`src/rtl/load_store_unit_if.sv`:
```
// Request/response handshake and data-memory bus of the load/store unit.
// slave = the unit itself; master = execute stage plus data memory.
interface load_store_unit_if;
  logic        req_valid;
  logic        req_ready;
  logic        req_we;
  logic [2:0]  req_funct3;
  logic [31:0] req_addr;
  logic [31:0] req_wdata;
  logic        resp_valid;
  logic [31:0] resp_rdata;
  logic        resp_err;
  logic        mem_write;
  logic [31:0] mem_addr;
  logic [31:0] mem_wdata;
  logic [31:0] mem_rdata;

  // Handshake: a request transfers on a rising edge where req_valid && req_ready;
  // upstream holds the request stable until then. resp_valid is a one-cycle pulse.
  modport slave (
    input  req_valid, req_we, req_funct3, req_addr, req_wdata, mem_rdata,
    output req_ready, resp_valid, resp_rdata, resp_err, mem_write, mem_addr, mem_wdata
  );

  modport master (
    output req_valid, req_we, req_funct3, req_addr, req_wdata, mem_rdata,
    input  req_ready, resp_valid, resp_rdata, resp_err, mem_write, mem_addr, mem_wdata
  );
endinterface

```
`src/rtl/load_store_unit.sv`:
```
// RISC-V load/store unit: turns byte/half/word accesses into word accesses on a
// word-addressed memory, with read-modify-write for sub-word stores.
module load_store_unit #(
  parameter int MEM_BYTES   = 1024,
  parameter int RANGE_CHECK = 1
) (
  input  logic               clk,
  input  logic               rst_n,
  load_store_unit_if.slave   bus,
  output logic [2:0]         dbg_state
);

  typedef enum logic [2:0] {
    IDLE  = 3'd0,
    LOAD  = 3'd1,
    MERGE = 3'd2,
    WRITE = 3'd3,
    ERR   = 3'd4
  } state_t;

  state_t      state;
  logic [2:0]  lat_f3;
  logic [31:0] lat_addr;
  logic [15:0] lat_wdata;
  logic        resp_valid_q;
  logic [31:0] resp_rdata_q;
  logic        resp_err_q;
  logic [31:0] mem_wdata_q;

  function automatic logic req_bad(input logic we, input logic [2:0] f3,
                                   input logic [31:0] addr);
    logic bad;
    bad = 1'b0;
    if (we) begin
      if (f3 != 3'b000 && f3 != 3'b001 && f3 != 3'b010) bad = 1'b1;
    end else begin
      if (f3 == 3'b011 || f3 == 3'b110 || f3 == 3'b111) bad = 1'b1;
    end
    if (f3[1:0] == 2'b01 && addr[0]) bad = 1'b1;
    if (f3[1:0] == 2'b10 && addr[1:0] != 2'b00) bad = 1'b1;
    if (RANGE_CHECK != 0 && addr >= 32'(MEM_BYTES)) bad = 1'b1;
    return bad;
  endfunction

  // Little-endian lane select followed by sign or zero extension.
  function automatic logic [31:0] load_ext(input logic [2:0] f3, input logic [1:0] off,
                                           input logic [31:0] w);
    logic [7:0]  b;
    logic [15:0] h;
    logic [31:0] r;
    b = w[{off, 3'b000} +: 8];
    h = off[1] ? w[31:16] : w[15:0];
    case (f3)
      3'b000:  r = {{24{b[7]}}, b};
      3'b001:  r = {{16{h[15]}}, h};
      3'b100:  r = {24'd0, b};
      3'b101:  r = {16'd0, h};
      default: r = w;
    endcase
    return r;
  endfunction

  function automatic logic [31:0] merge_word(input logic [2:0] f3, input logic [1:0] off,
                                             input logic [31:0] w, input logic [15:0] wd);
    logic [31:0] r;
    r = w;
    if (f3[1:0] == 2'b00) r[{off, 3'b000} +: 8] = wd[7:0];
    else if (off[1])      r[31:16] = wd;
    else                  r[15:0]  = wd;
    return r;
  endfunction

  always_ff @(posedge clk or negedge rst_n) begin
    if (!rst_n) begin
      state        <= IDLE;
      lat_f3       <= 3'd0;
      lat_addr     <= 32'd0;
      lat_wdata    <= 16'd0;
      resp_valid_q <= 1'b0;
      resp_rdata_q <= 32'd0;
      resp_err_q   <= 1'b0;
      mem_wdata_q  <= 32'd0;
    end else begin
      resp_valid_q <= 1'b0;
      case (state)
        IDLE: begin
          if (bus.req_valid) begin
            lat_f3    <= bus.req_funct3;
            lat_addr  <= bus.req_addr;
            lat_wdata <= bus.req_wdata[15:0];
            if (req_bad(bus.req_we, bus.req_funct3, bus.req_addr)) begin
              state <= ERR;
            end else if (!bus.req_we) begin
              state <= LOAD;
            end else if (bus.req_funct3 == 3'b010) begin
              // Full-word store needs no read, so its data goes straight out.
              mem_wdata_q <= bus.req_wdata;
              state       <= WRITE;
            end else begin
              state <= MERGE;
            end
          end
        end
        LOAD: begin
          resp_valid_q <= 1'b1;
          resp_rdata_q <= load_ext(lat_f3, lat_addr[1:0], bus.mem_rdata);
          resp_err_q   <= 1'b0;
          state        <= IDLE;
        end
        MERGE: begin
          mem_wdata_q <= merge_word(lat_f3, lat_addr[1:0], bus.mem_rdata, lat_wdata);
          state       <= WRITE;
        end
        WRITE: begin
          resp_valid_q <= 1'b1;
          resp_rdata_q <= 32'd0;
          resp_err_q   <= 1'b0;
          state        <= IDLE;
        end
        ERR: begin
          resp_valid_q <= 1'b1;
          resp_rdata_q <= 32'd0;
          resp_err_q   <= 1'b1;
          state        <= IDLE;
        end
        default: state <= IDLE;
      endcase
    end
  end

  // Decoded from state so an asynchronous reset drops the write strobe at once.
  assign bus.mem_write  = (state == WRITE);
  assign bus.req_ready  = (state == IDLE);
  assign bus.mem_addr   = (state == IDLE) ? 32'd0 : {lat_addr[31:2], 2'b00};
  assign bus.mem_wdata  = mem_wdata_q;
  assign bus.resp_valid = resp_valid_q;
  assign bus.resp_rdata = resp_rdata_q;
  assign bus.resp_err   = resp_err_q;
  assign dbg_state      = state;

endmodule

```
`src/flat_wrapper.sv`:
```
// flat-port wrapper written by rule: the top's interface ports become plain ports
module load_store_unit_flat 
#(
  parameter int MEM_BYTES   = 1024,
  parameter int RANGE_CHECK = 1
)
  (clk, rst_n, dbg_state, bus_req_valid, bus_req_we, bus_req_funct3, bus_req_addr, bus_req_wdata, bus_mem_rdata, bus_req_ready, bus_resp_valid, bus_resp_rdata, bus_resp_err, bus_mem_write, bus_mem_addr, bus_mem_wdata);
  load_store_unit_if bus_i ();
  input  logic clk;
  input  logic rst_n;
  output logic [2:0] dbg_state;
  input wire logic [$bits(bus_i.req_valid)-1:0] bus_req_valid;
  input wire logic [$bits(bus_i.req_we)-1:0] bus_req_we;
  input wire logic [$bits(bus_i.req_funct3)-1:0] bus_req_funct3;
  input wire logic [$bits(bus_i.req_addr)-1:0] bus_req_addr;
  input wire logic [$bits(bus_i.req_wdata)-1:0] bus_req_wdata;
  input wire logic [$bits(bus_i.mem_rdata)-1:0] bus_mem_rdata;
  output wire logic [$bits(bus_i.req_ready)-1:0] bus_req_ready;
  output wire logic [$bits(bus_i.resp_valid)-1:0] bus_resp_valid;
  output wire logic [$bits(bus_i.resp_rdata)-1:0] bus_resp_rdata;
  output wire logic [$bits(bus_i.resp_err)-1:0] bus_resp_err;
  output wire logic [$bits(bus_i.mem_write)-1:0] bus_mem_write;
  output wire logic [$bits(bus_i.mem_addr)-1:0] bus_mem_addr;
  output wire logic [$bits(bus_i.mem_wdata)-1:0] bus_mem_wdata;
  assign bus_i.req_valid = bus_req_valid;
  assign bus_i.req_we = bus_req_we;
  assign bus_i.req_funct3 = bus_req_funct3;
  assign bus_i.req_addr = bus_req_addr;
  assign bus_i.req_wdata = bus_req_wdata;
  assign bus_i.mem_rdata = bus_mem_rdata;
  assign bus_req_ready = bus_i.req_ready;
  assign bus_resp_valid = bus_i.resp_valid;
  assign bus_resp_rdata = bus_i.resp_rdata;
  assign bus_resp_err = bus_i.resp_err;
  assign bus_mem_write = bus_i.mem_write;
  assign bus_mem_addr = bus_i.mem_addr;
  assign bus_mem_wdata = bus_i.mem_wdata;
  load_store_unit #(.MEM_BYTES(MEM_BYTES), .RANGE_CHECK(RANGE_CHECK)) u_core (.clk(clk), .rst_n(rst_n), .bus(bus_i), .dbg_state(dbg_state));
endmodule
```
`config.mk`:
```
export PLATFORM = sky130hd
export DESIGN_NAME = load_store_unit_flat
export DESIGN_NICKNAME = d
export VERILOG_FILES = /design/src/rtl/load_store_unit_if.sv /design/src/rtl/load_store_unit.sv /design/src/flat_wrapper.sv
export SDC_FILE = /design/constraint.sdc
export NUM_CORES = 1
export LEC_CHECK = 0
export ABC_CLOCK_PERIOD_IN_PS = 2430
export CAP_MARGIN = 20
export CORE_MARGIN = 2
export CORE_UTILIZATION = 46
export CTS_CLUSTER_DIAMETER = 50
export CTS_CLUSTER_SIZE = 16
export DETAILED_ROUTE_END_ITERATION = 10
export GPL_TIMING_DRIVEN = 0
export PLACE_DENSITY = 0.9
export SLEW_MARGIN = 25
export SYNTH_ARGS = -nofsm -noshare
export SYNTH_HDL_FRONTEND = slang
export SYNTH_SLANG_ARGS = --single-unit
```
`constraint.sdc`:
```
create_clock -name clk -period 2.43 [get_ports clk]
set_input_delay 0.486 -clock clk [delete_from_list [all_inputs] [get_ports clk]]
set_output_delay 0.486 -clock clk [all_outputs]
set_load 0.005 [all_outputs]
```
==> results.cfg <==
[outcome]
status = finished clean

[sta]
maxSlewViolCount = 0
worst_clock_skew_ns = 0.00916
worstMarginPinSlew_ns = 0.694
setup_viol_count_final = 0
fin_crit_sh_pct = 98.1
fmax_ghz = 0.420
maxSlewHeadroom_pct = 53.8
finalCriticalPeriod_ns = 2.38
finalHoldViolCount = 0
finalSetupTns_ns = 0
finalWorstSetupSlack_ns = 0.0473

[logic_synthesis]
syn-instance-count = 588
ys.flop_type = dfrtp_1
ys_seq_elements = 120
synth_warnings = 0
ys_seq_area_share_pct = 50.8
yosysUniqueCellTypes = 47
synth_area_mm2 = 0.00591
postSynth.asyncResetShare_pct = 100
synth_edf_count = 0
avgSynthCellArea_um2 = 10.1

[clocking]
clockRootBuffer = clkbuf_16
h-tree-depth = 4
clk_pin_slew_ns = 0.05
clock-sinks = 120
clockBufferDepth = 2
tritoncts = done
clk_latency_ns = 0.43
cts_buffers = 17

[placed_design]
dpl.cell_count = 965
gp_congestion = 0.916
dpl_worst_slack_ns = -0.321
io_buffers = 203
hpwl_um = 14700

[routing]
drt_pass1_iterations = 5
via_per_inst = 5.76
ant_nets = 0
vias = 5781
wire_per_inst_um = 20.1
drcViolationCount = 0
drt_iter0_markers = 450
drt-total-wl_um = 20100

[power]
p_leak_uw = 0.00398
pwr_density_cell_mw_per_mm2 = 646
vdd.ir_drop.worst_uv = 389

[setup_path]
crit_slowest_cell = clkdlybuf4s50_1
worst_path_largest_cell_delay_ns = 0.46
path_buf_inv = 3
rrSetupSlack_ns = 0.17
worstSetupStartpointType = register
end_kind = primary output
path_cells = nor3_4 > buf_6 > clkbuf_8 > nor2b_1 > clkdlybuf4s50_1
cp.arrival_ns = 1.90
critPathKind = register to primary output
critPathRequiredTime_ns = 1.94
reg2reg_to = u_core.bus.mem_wdata[9]
cp_max_fo = 10
rr_worst_depth = 8
startpoint = u_core.dbg_state[0]
timing.rr.start = u_core.lat_addr[0]
cpLargestDelayFamily = buffers and inverters

[final_layout]
fin_nets = 926
num_antenna_cells = 0
fin_cells = 1003
layout_commonest_cell = clkdlybuf4s50_1
fillers = 903
final_cell_mix = 202 x clkdlybuf4s50_1, 164 x nand2_1, 117 x dfrtp_1, 48 x a221o_1, 39 x nor2b_1
drive_above_1_share_pct = 11.4
finish.utilization_pct = 71.0
area_delta_synth_final_pct = 50.8

[grt]
grt_max_degree = 72
grt_pass1_wl_um = 31800
grt-ovfl-total = 0
grt_pass1_vias = 5895
antenna_found_initial = 0
grt_usage_pct = 29.6

[die]
dieHeight_um = 117
start_util_pct = 47.1
coreArea_mm2 = 0.0126
dieArea_mm2 = 0.0138
dieWidth_um = 117
rows = 41
ios = 206

[min_path]
worstHoldStart = u_core.lat_addr[23]
hold_end = u_core.lat_addr[23]
worstHoldPathCells = 2
hold_class = register to register

[job]
max-cap-violations = 0
-- stage by stage --
stage               hold WS [ns]  total power [uW]  area (um2)
finish                     0.469              5770        8920
global route               0.482              5980        8920
CTS                        0.468              5770        8910
detailed placement         0.413              3100        8200
global placement           0.450              3070        8170
floorplan                  0.190              2630        5920
-- how the worst max path moves through the flow --
stage	endpoint	depth (start not counted)	slack, ns
6_report	bus_mem_addr[27]	5	0.05
5_1_grt	bus_mem_addr[18]	5	-0.007
4_1_cts	bus_mem_addr[18]	5	0.04
3_5_place_dp	u_core.bus.mem_wdata[9]	7	-0.32
3_3_place_gp	u_core.lat_addr[8]	1	-3.72
2_1_floorplan	u_core.bus.mem_wdata[10]	8	0.53
-- what timing repair did --
action                                 4_1_cts  5_1_grt
pin swaps                                    1        0
buffers inserted                             5        0
hold buffers                                 1        0
setup endpoints to repair                   31       38
endpoints found under the hold margin       49        0
cloned                                       0        0
resized for setup                           13        2
-- where the power goes --
group / switching, uW / internal (uW) / total [uW]
clock network: 892 / 1770 / 2660
registers: 109 / 2110 / 2220
logic: 476 / 410 / 886
total: 1480 / 4290 / 5770
-- cells by family (layout without fill, tap and decap cells) --
| logic type | count (synthesis) | in the layout | synth area share (%) |
|---|---|---|---|
| AOI/OAI and AO/OA | 160 | 160 | 23.4 |
| buffers and inverters | 48 | 290 | 4.08 |
| DFF | 120 | 120 | 50.8 |
| adders and majority gates | 5 | 5 | 1.06 |
| other | 1 | 2 | 0.0634 |
| and+or+nand+nor | 244 | 244 | 18.8 |
| muxes | 10 | 10 | 1.86 |
-- area by class of cell --
cell class	instances	area [um2]	area share, %
buffer	42	243	2.72
clock buffer	24	512	5.74
clock inverter	8	115	1.29
inverter	6	22.5	0.252
multi-input combinational	421	2690	30.2
sequential	120	3010	33.7
tap	172	215	2.41
timing repair buffer	210	2120	23.7
-- per-layer routing --
| metal | global-route usage (%) | part of all wire [%] | vias up |
|---|---|---|---|
| met5 | 0 | 0 | - |
| met4 | 17.2 | 5.1 | 0 |
| met3 | 9.10 | 8.7 | 75 |
| li1 | - | - | 2597 |
| met2 | 46.5 | 47 | 344 |
| met1 | 36.1 | 40 | 2765 |
-- cells in the mapped netlist, types with 2 or more instances --
| master | count | area share (%) |
|---|---|---|
| o221ai_1 | 7 | 1.0 |
| o221a_2 | 2 | 0.38 |
| nor2b_1 | 39 | 4.1 |
| nor2_2 | 2 | 0.21 |
| inv_1 | 6 | 0.38 |
| a41o_1 | 3 | 0.51 |
| ha_1 | 5 | 1.1 |
| nand2_1 | 164 | 10 |
| mux2i_1 | 2 | 0.34 |
| o221a_1 | 30 | 5.7 |
| and2_1 | 3 | 0.32 |
| mux2_2 | 8 | 1.5 |
| o21ai_0 | 15 | 1.3 |
| buf_6 | 3 | 0.57 |
| buf_4 | 5 | 0.63 |
| nor3_1 | 3 | 0.25 |
| a22o_1 | 7 | 1.0 |
| clkbuf_1 | 17 | 1.1 |
| a21o_1 | 12 | 1.5 |
| buf_2 | 16 | 1.4 |
| nor2_1 | 15 | 0.95 |
| dfrtp_1 | 120 | 51 |
| a21oi_1 | 23 | 1.9 |
| a21oi_2 | 2 | 0.30 |
| nor4_1 | 5 | 0.53 |
| a221o_1 | 48 | 8.1 |
| a21o_2 | 6 | 0.89 |
-- worst min-delay path: stages (launching register included) --
cell and delay, ns:
dfrtp_1 0.33, nand2_1 0.05, nand2_1 0.05
-- state kept, by name (all words and copies together), names as in the netlist --
register,count
u_core.bus.resp_valid,1
u_core.bus.resp_err,1
u_core.bus.resp_rdata,32
u_core.lat_wdata,16
u_core.lat_f3,3
u_core.dbg_state,3
u_core.lat_addr,32
u_core.bus.mem_wdata,32
Power figures use the tool's default switching activity.
